<file path="config.mk">
export PLATFORM = sky130hd
export DESIGN_NAME = res_display
export DESIGN_NICKNAME = d
export VERILOG_FILES = /design/src/rtl/res_display_pkg.sv /design/src/rtl/bin2bcd_seq.sv /design/src/rtl/res_display.sv
export SDC_FILE = /design/constraint.sdc
export NUM_CORES = 1
export LEC_CHECK = 0
export BUFFER_PORTS_ARGS = -buffer_cell sky130_fd_sc_hd__buf_4
export CORE_ASPECT_RATIO = 0.75
export CORE_MARGIN = 2
export CORE_UTILIZATION = 65
export DETAILED_ROUTE_END_ITERATION = 8
export PLACE_DENSITY = 0.84
export SKIP_CTS_REPAIR_TIMING = 1
export SYNTH_ARGS = -nofsm -noshare
export SYNTH_HDL_FRONTEND = slang
export SYNTH_SLANG_ARGS = --single-unit
</file>
<file path="constraint.sdc">
create_clock -name clk -period 2.9 [get_ports clk]
set_input_delay 0 -clock clk [delete_from_list [all_inputs] [get_ports clk]]
set_output_delay 0 -clock clk [all_outputs]
set_load 0.01 [all_outputs]
</file>
<file path="src/rtl/res_display_pkg.sv">
// Shared types and constants for the reaction-time result display:
// converter state encoding, result width and 7-segment patterns.
package res_display_pkg;

  localparam int RES_W = 9;
  localparam int BCD_W = 12;

  typedef enum logic [1:0] {
    ST_IDLE = 2'd0,
    ST_CONV = 2'd1,
    ST_DONE = 2'd2
  } state_t;

  // Segment patterns are {g,f,e,d,c,b,a}, active-low.
  localparam logic [6:0] SEG_BLANK = 7'b1111111;
  localparam logic [6:0] SEG_DASH  = 7'b0111111;

  // Entry [n] holds the pattern for decimal digit n.
  localparam logic [9:0][6:0] SEG_DIGITS = {
    7'b0010000, 7'b0000000, 7'b1111000, 7'b0000010, 7'b0010010,
    7'b0011001, 7'b0110000, 7'b0100100, 7'b1111001, 7'b1000000
  };

  function automatic logic [6:0] seg_of(input logic [3:0] d);
    if (d > 4'd9) return SEG_BLANK;
    return SEG_DIGITS[d];
  endfunction

endpackage

</file>
<file path="src/rtl/bin2bcd_seq.sv">
// Sequential double-dabble converter: one shift-add-3 step per clock.
// A start seen in IDLE captures bin; nine CONV cycles follow, then a single
// DONE cycle during which bcd is valid and done is high.
module bin2bcd_seq
  import res_display_pkg::*;
(
  input  logic             clk,
  input  logic             rst,
  input  logic             start,
  input  logic [RES_W-1:0] bin,
  output logic             busy,
  output logic             done,
  output logic [BCD_W-1:0] bcd
);

  localparam int         SR_W    = BCD_W + RES_W;
  localparam logic [3:0] LAST_IT = 4'(RES_W - 1);

  state_t          state;
  state_t          state_nxt;
  logic [3:0]      it_cnt;
  logic [SR_W-1:0] sr;

  // Add 3 to every BCD nibble that is 5 or more, then shift the whole
  // register left by one so the next binary bit enters the ones nibble.
  function automatic logic [SR_W-1:0] dabble_step(input logic [SR_W-1:0] v);
    logic [SR_W-1:0] a;
    a = v;
    for (int i = 0; i < BCD_W / 4; i++) begin
      if (a[RES_W + 4*i +: 4] >= 4'd5)
        a[RES_W + 4*i +: 4] = a[RES_W + 4*i +: 4] + 4'd3;
    end
    return {a[SR_W-2:0], 1'b0};
  endfunction

  // State register; reset aborts any conversion in flight.
  always_ff @(posedge clk or posedge rst) begin
    if (rst) state <= ST_IDLE;
    else     state <= state_nxt;
  end

  // Next-state logic: IDLE -> CONV on start, CONV for RES_W steps, DONE for one cycle.
  always_comb begin
    state_nxt = state;
    case (state)
      ST_IDLE: if (start) state_nxt = ST_CONV;
      ST_CONV: if (it_cnt == LAST_IT) state_nxt = ST_DONE;
      ST_DONE: state_nxt = ST_IDLE;
      default: state_nxt = ST_IDLE;
    endcase
  end

  // Iteration counter, cleared whenever the converter is not converting.
  always_ff @(posedge clk or posedge rst) begin
    if (rst)                  it_cnt <= 4'd0;
    else if (state == ST_CONV) it_cnt <= it_cnt + 4'd1;
    else                      it_cnt <= 4'd0;
  end

  // Data shift register: load on accepted start, one dabble step per CONV cycle.
  always_ff @(posedge clk) begin
    if (state == ST_IDLE && start) sr <= {{BCD_W{1'b0}}, bin};
    else if (state == ST_CONV)     sr <= dabble_step(sr);
  end

  assign busy = (state != ST_IDLE);
  assign done = (state == ST_DONE);
  assign bcd  = sr[SR_W-1:RES_W];

endmodule

</file>
<file path="src/rtl/res_display.sv">
// Four-digit multiplexed 7-segment display of a reaction-time result.
// A change of res starts a 10-cycle BCD conversion; the digit registers are
// only updated when the conversion completes, so partial digits never show.
// The leftmost digit shows a dash while the hint lamp is on.
// Optional build macro LZ_BLANK_EN blanks leading zero hundreds/tens digits.
module res_display
  import res_display_pkg::*;
#(
  parameter int SCAN_DIV = 25000
) (
  input  logic       clk,
  input  logic       rst,
  input  logic [8:0] res,
  input  logic       hint,
  output logic [6:0] seg,
  output logic [3:0] an,
  output logic       busy
);

  localparam logic [19:0] SCAN_LAST = 20'(SCAN_DIV - 1);

  logic [RES_W-1:0] last;
  logic [RES_W-1:0] cap;
  logic             start;
  logic             conv_done;
  logic [BCD_W-1:0] bcd;
  logic [3:0]       hund;
  logic [3:0]       tens;
  logic [3:0]       ones;
  logic             hund_blank;
  logic             tens_blank;
  logic [19:0]      scan_cnt;
  logic [1:0]       idx;
  logic [1:0]       idx_nxt;
  logic [3:0]       an_nxt;
  logic [6:0]       seg_nxt;

  // The converter only honours start while idle, so res changes during a
  // conversion are ignored until it returns to IDLE.
  assign start = (res != last);

  bin2bcd_seq u_conv (
    .clk   (clk),
    .rst   (rst),
    .start (start),
    .bin   (res),
    .busy  (busy),
    .done  (conv_done),
    .bcd   (bcd)
  );

  // Remember the value being converted so last matches the shown digits.
  always_ff @(posedge clk) begin
    if (start && !busy) cap <= res;
  end

  // Displayed digits and last change together, only when a conversion completes.
  always_ff @(posedge clk or posedge rst) begin
    if (rst) begin
      hund <= 4'd0;
      tens <= 4'd0;
      ones <= 4'd0;
      last <= '0;
    end else if (conv_done) begin
      {hund, tens, ones} <= bcd;
      last               <= cap;
    end
  end

`ifdef LZ_BLANK_EN
  assign hund_blank = (hund == 4'd0);
  assign tens_blank = (hund == 4'd0) && (tens == 4'd0);
`else
  assign hund_blank = 1'b0;
  assign tens_blank = 1'b0;
`endif

  // Anode and segment pattern for the digit that the next scan tick selects.
  always_comb begin
    idx_nxt = idx + 2'd1;
    an_nxt  = ~(4'b0001 << idx_nxt);
    seg_nxt = SEG_BLANK;
    case (idx_nxt)
      2'd0:    seg_nxt = seg_of(ones);
      2'd1:    seg_nxt = tens_blank ? SEG_BLANK : seg_of(tens);
      2'd2:    seg_nxt = hund_blank ? SEG_BLANK : seg_of(hund);
      default: seg_nxt = hint ? SEG_DASH : SEG_BLANK;
    endcase
  end

  // Scan divider; each wrap advances the digit index and registers an/seg.
  always_ff @(posedge clk or posedge rst) begin
    if (rst) begin
      scan_cnt <= 20'd0;
      idx      <= 2'd3;
      an       <= 4'b1111;
      seg      <= SEG_BLANK;
    end else if (scan_cnt == SCAN_LAST) begin
      scan_cnt <= 20'd0;
      idx      <= idx_nxt;
      an       <= an_nxt;
      seg      <= seg_nxt;
    end else begin
      scan_cnt <= scan_cnt + 20'd1;
    end
  end

endmodule

</file>
### After elaboration in Yosys (flattened, before gate mapping)

Memories as Yosys holds them, arrays and structs flattened.
Index checks and enable logic that the tools add are counted.

* $add $sub $neg: 6
* magnitude comparators: 9
* eq/ne operators: 9
* shifts and indexed selects: 1
* multiplexer cells: 27
* bitwise logic cells: 1
* reductions and logical operators: 8

Operators by type and width (count)
* $mux W7: 10
* $pmux W7 S3: 1
* $add A20 B1 Y20 const B: 1
* $eq A20 B15 Y1 const B: 1
* $mux W20: 1
* $mux W9: 2
* $lt A4 B5 Y1 const B: 3
* $ge A4 B3 Y1 const B: 3
* $gt A4 B4 Y1 const B: 3
* $mux W4: 3
* $ne A9 B9 Y1: 1
* $add A4 B2 Y4 const B: 2
* $mux W1: 6
* $add A4 B1 Y4 const B: 1
* $eq A2 B1 Y1 const B: 2
* $eq A2 B2 Y1 const B: 2
* $eq A4 B4 Y1 const B: 1
* $logic_not A2 Y1: 2
* $mux W2: 2
* $not A4 Y4: 1
* $pmux W2 S2: 1
* $reduce_bool A2 Y1: 2
* $shl A1 B2 Y4 const A: 1
* $add A3 B2 Y3 const B: 1
* other kinds (7): 8

* flip-flop bits (word level): 90
* memory bits (read-only): 336
* bits of input ports: 12
* output and inout port bits: 12
* word-level logic and storage cells: 77
* memories: 3

Memories
* (no name shown): depth 16, bits a word 7, rd ports 1, clocked after Yosys merged registers in 0, write ports 0, RTL line res_display_pkg.sv:26 `return SEG_DIGITS[d];`
* (no name shown): depth 16, bits a word 7, rd ports 1, clocked after Yosys merged registers in 0, write ports 0, RTL line res_display_pkg.sv:26
* (no name shown): depth 16, bits a word 7, rd ports 1, clocked after Yosys merged registers in 0, write ports 0, RTL line res_display_pkg.sv:26

### Logic depth before layout (Yosys ltp)

Gate-level depths: netlist (run 1).

* depth after elaboration: 5
* mapped depth: 7
* gate-level depth less buffers: 6

### Modules after synthesis

From an unflattened synthesis (run 1), not the netlist that was laid out.

* cell total of the unflattened synthesis: 432
* area, all modules: 4823.4 um^2

Modules (own cells, without submodules)
* res_display: instances 1, cells an instance 299, area each 3387.0 um^2, sequential area each 1637.8 um^2
* bin2bcd_seq: instances 1, cells an instance 133, area each 1436.4 um^2, sequential area each 660.6 um^2

### Least setup slack after synthesis (run 1)

No wires, ideal clock.

* kind: register to register
* start: register u_conv.state[0]
* end: register u_conv.sr[1], data pin
* setup time: 0.260 ns
* arrival: 1.757 ns
* required time: 2.640 ns
* slack: 0.883 ns
* stages on the path, launching flop included: 4
* path buffers: 0
* period minus slack after synthesis: 2.017 ns
* path through: dfrtp_1 or2_2 a31oi_2 mux2_2

* word-level cells in the longest chain between the ends: 3

RTL lines
* start, declared: RTL line bin2bcd_seq.sv:19 `state_t state;`
* start signal, assigned: RTL line bin2bcd_seq.sv:39 `else state <= state_nxt;`
* $logic_not A2 Y1: RTL line bin2bcd_seq.sv:62 `if (state == ST_IDLE && start) sr <= {{BCD_W{1'b0}}, bin};`
* $logic_and A1 B1 Y1: RTL line bin2bcd_seq.sv:62
* $mux W9: RTL line bin2bcd_seq.sv:62
* end signal, assigned: RTL line bin2bcd_seq.sv:62
* end signal, assigned: RTL line bin2bcd_seq.sv:63 `else if (state == ST_CONV) sr <= dabble_step(sr);`
* end, declared: RTL line bin2bcd_seq.sv:22 `logic [SR_W-1:0] sr;`

No other way between the ends.
A chain may end at the register's enable or synchronous reset.

### Worst setup path in the final report (run 1)

* start: register last[2]
* end: register u_conv.sr[6], data pin

* word-level cells in the longest chain between the ends: 3

RTL lines
* start, declared: RTL line res_display.sv:22 `logic [RES_W-1:0] last;`
* start signal, assigned: RTL line res_display.sv:66 `last <= cap;`
* $ne A9 B9 Y1: RTL line res_display.sv:40 `assign start = (res != last);`
* $logic_and A1 B1 Y1: RTL line bin2bcd_seq.sv:62
* $mux W9: RTL line bin2bcd_seq.sv:62

No other way between the ends.

==> out/metrics.csv, run 1 <==
metric,value,unit
run status,finished clean,
Mapped Avg Cell Area,11.0,sq um
data required time at the worst endpoint,3.02,ns
# Max-Cap Violations,0,
final max-slew violation count,0,
global route total overflow,0,
post-route clock period utilization,77.9,%
via count,3258,
part of the Yosys area used for sequential elements,49.6,%
port bufs,23,
Final #Nets,493,
share of cells above drive strength 1,19.5,%
detailed placer's ending HPWL,6120,microns
via density per instance,5.87,
pin count of the biggest net entering global routing,49,
number of enable flip-flop cells after synthesis,18,
ant diodes,0,
Worst Setup Slack post-DPL,0.674,ns
final hold slack,0.375,ns
largest cells by area after synthesis,"sky130_fd_sc_hd__dfrtp_1, sky130_fd_sc_hd__edfxtp_1, sky130_fd_sc_hd__ha_1",
"top cells by count, synth","sky130_fd_sc_hd__dfrtp_1, sky130_fd_sc_hd__inv_1, sky130_fd_sc_hd__ha_1",
TritonCTS clock tree,yes,
Critical Path End Type,flop,
insertion delay of the later-clocked pin in the worst-skew pair,0.37,ns
DR pass1 iterations,4,
maximum fanout encountered on the critical timing path,18,
Hold WC Path Type,in2reg,
Netlist cell types,60,
Critical Path AT,2.38,ns
number of inserted filler cells in the final layout,421,
number of antenna violations at the first check in global routing,0,
largest clock skew in the final design,0.00827,ns
first-iteration detailed-routing DRC count,133,
net count after synthesis,463,
post-route cell area,0.00524,sq mm
die boundary height,77.1,microns
number of endpoints failing setup at the final stage,0,
initial standard-cell utilization of the core,67.5,%
Power Dens Cells,879,mW/mm^2
"FF+latch count, synth",90,
synth-to-layout area growth,13.1,%
total wire length after detailed routing,9240,microns
relative slew slack,29.8,%
Yosys top cell by area,sky130_fd_sc_hd__dfrtp_1,
fin crit period,2.26,ns
final sum of negative setup slack,0,ns
Max Clock Freq,442,MHz
placed inst area,0.00487,sq mm
DR DRC count,0,
CTS H-Tree Depth,3,
Startpoint Class,flop,
cell count after synthesis,422,
placeable core area,0.00686,sq mm
Antenna Violating Nets Remaining,0,
instance count after placement with tap cells included,528,
final hold violation count,0,
unrepaired setup endpoints after global routing,false,
Tightest Pin Transition,1.05,ns
clock transition at the registers of the reported paths,0.10,ns
worst setup slack after layout,0.640,ns
CP startpoint,last[2]$_DFFE_PP0N_,
FF+latch area,0.00230,sq mm
top cell type's share of synthesized area,25.4,%
horizontal extent of the die,101,microns
Layout Cells excl Fill,555,
standby leakage power,2.28,nW
area of the multi-input gates,0.00214,sq mm
cts bufs inserted,9,
top-level I/O count,24,
vias in the first global route,3247,
global-route total usage across every layer,25.6,%
launch point of the worst hold path,res[4],
number of warnings reported in the yosys synthesis log,0,
Clk Tree Root Cell,sky130_fd_sc_hd__clkbuf_8,
number of rows created at floorplan,26,
wire length of the first global-routing pass,15600,microns
worst IR drop on VDD,0.555,mV
most instantiated library cell after synthesis,sky130_fd_sc_hd__dfrtp_1,
routed len/inst,16.7,microns
weighted congestion at the end of routability-driven global placement,0.918,
beginning of the worst register-to-register path,last[2]$_DFFE_PP0N_,
sink count of the clock tree,90,
Syn Std Cell Area,0.00463,sq mm
type of the worst setup path,reg2reg,
Async SR Flop Fraction,66.7,%
DIE AREA,0.00783,sq mm
most used flip-flop cell after synthesis,sky130_fd_sc_hd__dfrtp_1,
maximum clock path buffer count,2,
[layer usage]
layer	part of all wire, %	track usage [%]
met5	0	0
met4	1.1	8.38
met3	3.4	5.38
met2	51	40.6
met1	45	35.2
[final timing paths]
path | end | slack (ns) | cells after the start
max in group asynchronous | seg[3]$_DFFE_PP1N_ | 1.60 | 4
setup / recovery | u_conv.sr[6]$_DFFE_PP_ | 0.64 | 4
setup reg to reg | u_conv.sr[6]$_DFFE_PP_ | 0.64 | 4
min in group asynchronous | scan_cnt[1]$_DFF_PP0_ | 0.44 | 3
hold / removal | cap[4]$_DFFE_PP_ | 0.38 | 2
hold reg to reg | an[1]$_DFFE_PP1N_ | 0.47 | 2
[cell usage in the layout (no fill, tap or decap), types with 11 or more instances in the layout]
cell	n
sky130_fd_sc_hd__mux2_2	23
sky130_fd_sc_hd__nand2_1	23
sky130_fd_sc_hd__a21oi_1	14
sky130_fd_sc_hd__dfstp_2	13
sky130_fd_sc_hd__xor2_1	22
sky130_fd_sc_hd__dfrtp_1	47
sky130_fd_sc_hd__ha_1	29
sky130_fd_sc_hd__xnor2_1	12
sky130_fd_sc_hd__o21ai_0	24
sky130_fd_sc_hd__edfxtp_1	18
sky130_fd_sc_hd__inv_1	31
sky130_fd_sc_hd__dlygate4sd3_1	11
sky130_fd_sc_hd__nor2_1	25
sky130_fd_sc_hd__dfxtp_1	12
sky130_fd_sc_hd__buf_4	25
[per-stage QoR]
| step | total power (W) | utilization [%] |
|---|---|---|
| after floorplan | 0.00312 | - |
| after global placement | 0.00337 | 71.0 |
| after detailed placement | 0.00349 | 71.0 |
| after CTS | 0.00458 | 74.8 |
| after global routing | 0.00490 | 76.4 |
| final | 0.00460 | 76.4 |
[cells by family after synthesis]
logic type | after synthesis | share of synthesized area, %
and+or+nand+nor | 107 | 13.0
DFF | 90 | 49.6
AOI/OAI and AO/OA | 86 | 12.3
buffers and inverters | 49 | 4.29
xor gates and xnor gates | 34 | 6.43
adders and majority gates | 29 | 7.83
muxes | 27 | 6.51
[critical path, cell delays in order, from the launching register on]
cell                      delay [ns]
sky130_fd_sc_hd__dfrtp_1        0.41
sky130_fd_sc_hd__xor2_1         0.17
sky130_fd_sc_hd__nor4_1         0.49
sky130_fd_sc_hd__a31oi_2        0.51
sky130_fd_sc_hd__mux2_2         0.43
[cell type report]
class | instances | area share, %
clock inverter | 7 | 2.58
clock buffer | 9 | 2.36
multi-input combinational | 283 | 40.9
timing repair buffer | 36 | 5.68
sequential | 90 | 43.9
inverter | 32 | 2.29
tap | 98 | 2.34
[report_power, final]
group / switching [W] / internal [W]
Combinational: 0.000805 / 0.000728
Sequential: 0.000332 / 0.00166
Clock: 0.000489 / 0.000592
[state kept, by name, summed over array words and instances (netlist names)]
signal         flops
an                 4
u_conv.it_cnt      4
scan_cnt          20
u_conv.sr         21
seg                7
u_conv.state       2
hund               4
last               9
ones               4
cap                9
idx                2
tens               4
Power figures use the tool's default switching activity.
==> run 2, diff against run 1 <==
CORE_UTILIZATION = 61   (was 65)
PLACE_DENSITY = 0.79   (was 0.84)
clock period = 2.2 ns   (was 2.9 ns; I/O delays follow)
==> run 2 against run 1 <==
- via count decreased by 1.2%
- hold slack got worse by 0.046 ns
- global-route usage decreased by 2.8 points
- critical path type unchanged
- routed wire length fell by 4.0%
- total power grew 25%
==> out/metrics.csv, run 2 (synthesis gave the netlist of run 1 again) <==
metric,value,unit
final sum of negative setup slack,0,ns
DR DRC count,0,
share of cells above drive strength 1,20.8,%
Final #Nets,502,
Layout Cells excl Fill,567,
beginning of the worst register-to-register path,scan_cnt[15]$_DFF_PP0_,
pin count of the biggest net entering global routing,36,
CTS H-Tree Depth,3,
Max Clock Freq,515,MHz
"leading cell types in the layout, fill and taps excluded","sky130_fd_sc_hd__dfrtp_1, sky130_fd_sc_hd__buf_4, sky130_fd_sc_hd__inv_1",
number of inserted filler cells in the final layout,547,
type of the worst setup path,reg2reg,
Reg with most FFs,u_conv.sr,
data required time at the worst endpoint,2.50,ns
metal1 wirelength,4410,microns
Critical Path End Type,flop,
post-route clock period utilization,88.3,%
fin crit period,1.94,ns
weighted congestion at the end of routability-driven global placement,0.910,
die boundary height,79.5,microns
detailed placer's ending HPWL,6240,microns
run status,finished clean,
maximum fanout encountered on the critical timing path,11,
TritonCTS clock tree,yes,
vias in the first global route,3161,
highest metal layer with signal wires,met4,
Power Dens Cells,1090,mW/mm^2
routed len/inst,15.6,microns
Startpoint Class,flop,
slack of the worst reg-to-reg path,0.26,ns
unrepaired setup endpoints after global routing,false,
routed length on met3,353,microns
first-iteration detailed-routing DRC count,193,
horizontal extent of the die,105,microns
total wire length after detailed routing,8870,microns
instance count after placement with tap cells included,540,
synth-to-layout area growth,13.2,%
insertion delay of the later-clocked pin in the worst-skew pair,0.37,ns
relative slew slack,51.4,%
DR pass1 iterations,4,
via count,3218,
cts bufs inserted,9,
Tightest Pin Transition,0.727,ns
top-level I/O count,24,
reg2reg path depth,4,
Clk Tree Root Cell,sky130_fd_sc_hd__clkbuf_8,
maximum clock path buffer count,2,
wire length of the first global-routing pass,15000,microns
ant diodes,0,
number of endpoints failing setup at the final stage,0,
FF-to-FF End,seg[1]$_DFFE_PP1N_,
global route total overflow,0,
worst IR drop on VDD,0.574,mV
DIE AREA,0.00832,sq mm
standby leakage power,2.29,nW
final hold violation count,0,
initial standard-cell utilization of the core,62.9,%
"most common cell after layout, fill and taps aside",sky130_fd_sc_hd__dfrtp_1,
global-route total usage across every layer,22.7,%
flip-flop count of the largest register after layout,21,
number of antenna violations at the first check in global routing,0,
port bufs,23,
largest registers ranked by flip-flop count,"u_conv.sr (21), scan_cnt (20)",
via density per instance,5.68,
Hold WC Path Type,in2async,
final max-slew violation count,0,
clock transition at the registers of the reported paths,0.09,ns
number of rows created at floorplan,27,
met2 routed wirelength,3960,microns
# Max-Cap Violations,0,
largest clock skew in the final design,0.0138,ns
Antenna Violating Nets Remaining,0,
placeable core area,0.00736,sq mm
sink count of the clock tree,90,
Critical Path AT,2.24,ns
run 2: how the worst max path moves through the flow:
| stage | start | to | slack (ns) | cells past startpoint |
|---|---|---|---|---|
| after global routing | hund[0]$_DFFE_PP0N_ | seg[3]$_DFFE_PP1N_ | 0.07 | 6 |
| after CTS | last[3]$_DFFE_PP0N_ | u_conv.sr[2]$_DFFE_PP_ | 0.12 | 5 |
| after floorplan | u_conv.state[0]$_DFFE_PP0P_ | u_conv.sr[1]$_DFFE_PP_ | 0.18 | 3 |
| after detailed placement | last[3]$_DFFE_PP0N_ | u_conv.sr[2]$_DFFE_PP_ | 0.14 | 5 |
| after global placement | last[0]$_DFFE_PP0N_ | u_conv.sr[8]$_DFFE_PP_ | 0.16 | 5 |
| final | scan_cnt[15]$_DFF_PP0_ | seg[1]$_DFFE_PP1N_ | 0.26 | 4 |
run 2: metal layers:
layer | global-route usage (%) | vias to the layer above
met3 | 5.71 | 14
met5 | 0 | -
li1 | - | 1575
met2 | 35.6 | 67
met4 | 7.20 | 0
met1 | 31.5 | 1562
run 2: area by class of cell:
cell class	instances	area (sq um)	share of cell area, %
Clock buffer	9	124	2.36
Multi-Input combinational cell	283	2150	41.0
Sequential cell	90	2300	43.8
Clock inverter	7	60.1	1.14
Inverter	32	120	2.29
Timing Repair Buffer	45	365	6.96
Tap cell	101	126	2.41
run 2: report_power, final:
part	switching (W)	total (W)	internal (W)	leakage, nW
Clock	0.000629	0.00106	0.000432	0.0917
Combinational	0.00109	0.00209	0.000994	1.17
Sequential	0.000405	0.00259	0.00219	1.02
Total	0.00213	0.00574	0.00361	2.29
run 2: through the flow:
| stage | utilization [%] | worst slack, ns | power (W) | instance area, sq um | hold WS (ns) |
|---|---|---|---|---|---|
| after CTS | 69.6 | 0.122 | 0.00571 | 5130 | -0.230 |
| after global placement | 67.1 | 0.161 | 0.00451 | 4940 | 0.166 |
| after detailed placement | 67.1 | 0.142 | 0.00463 | 4940 | 0.170 |
| after global routing | 71.2 | 0.0746 | 0.00615 | 5250 | 0.391 |
| after floorplan | - | 0.183 | 0.00411 | 4630 | 0.0989 |
| final | 71.2 | 0.258 | 0.00574 | 5250 | 0.329 |
run 2: critical path, stage by stage (launching register included):
cell,delay (ns)
sky130_fd_sc_hd__dfrtp_1,0.44
sky130_fd_sc_hd__or4_1,0.59
sky130_fd_sc_hd__nor2_1,0.11
sky130_fd_sc_hd__and3_2,0.37
sky130_fd_sc_hd__mux2_2,0.37
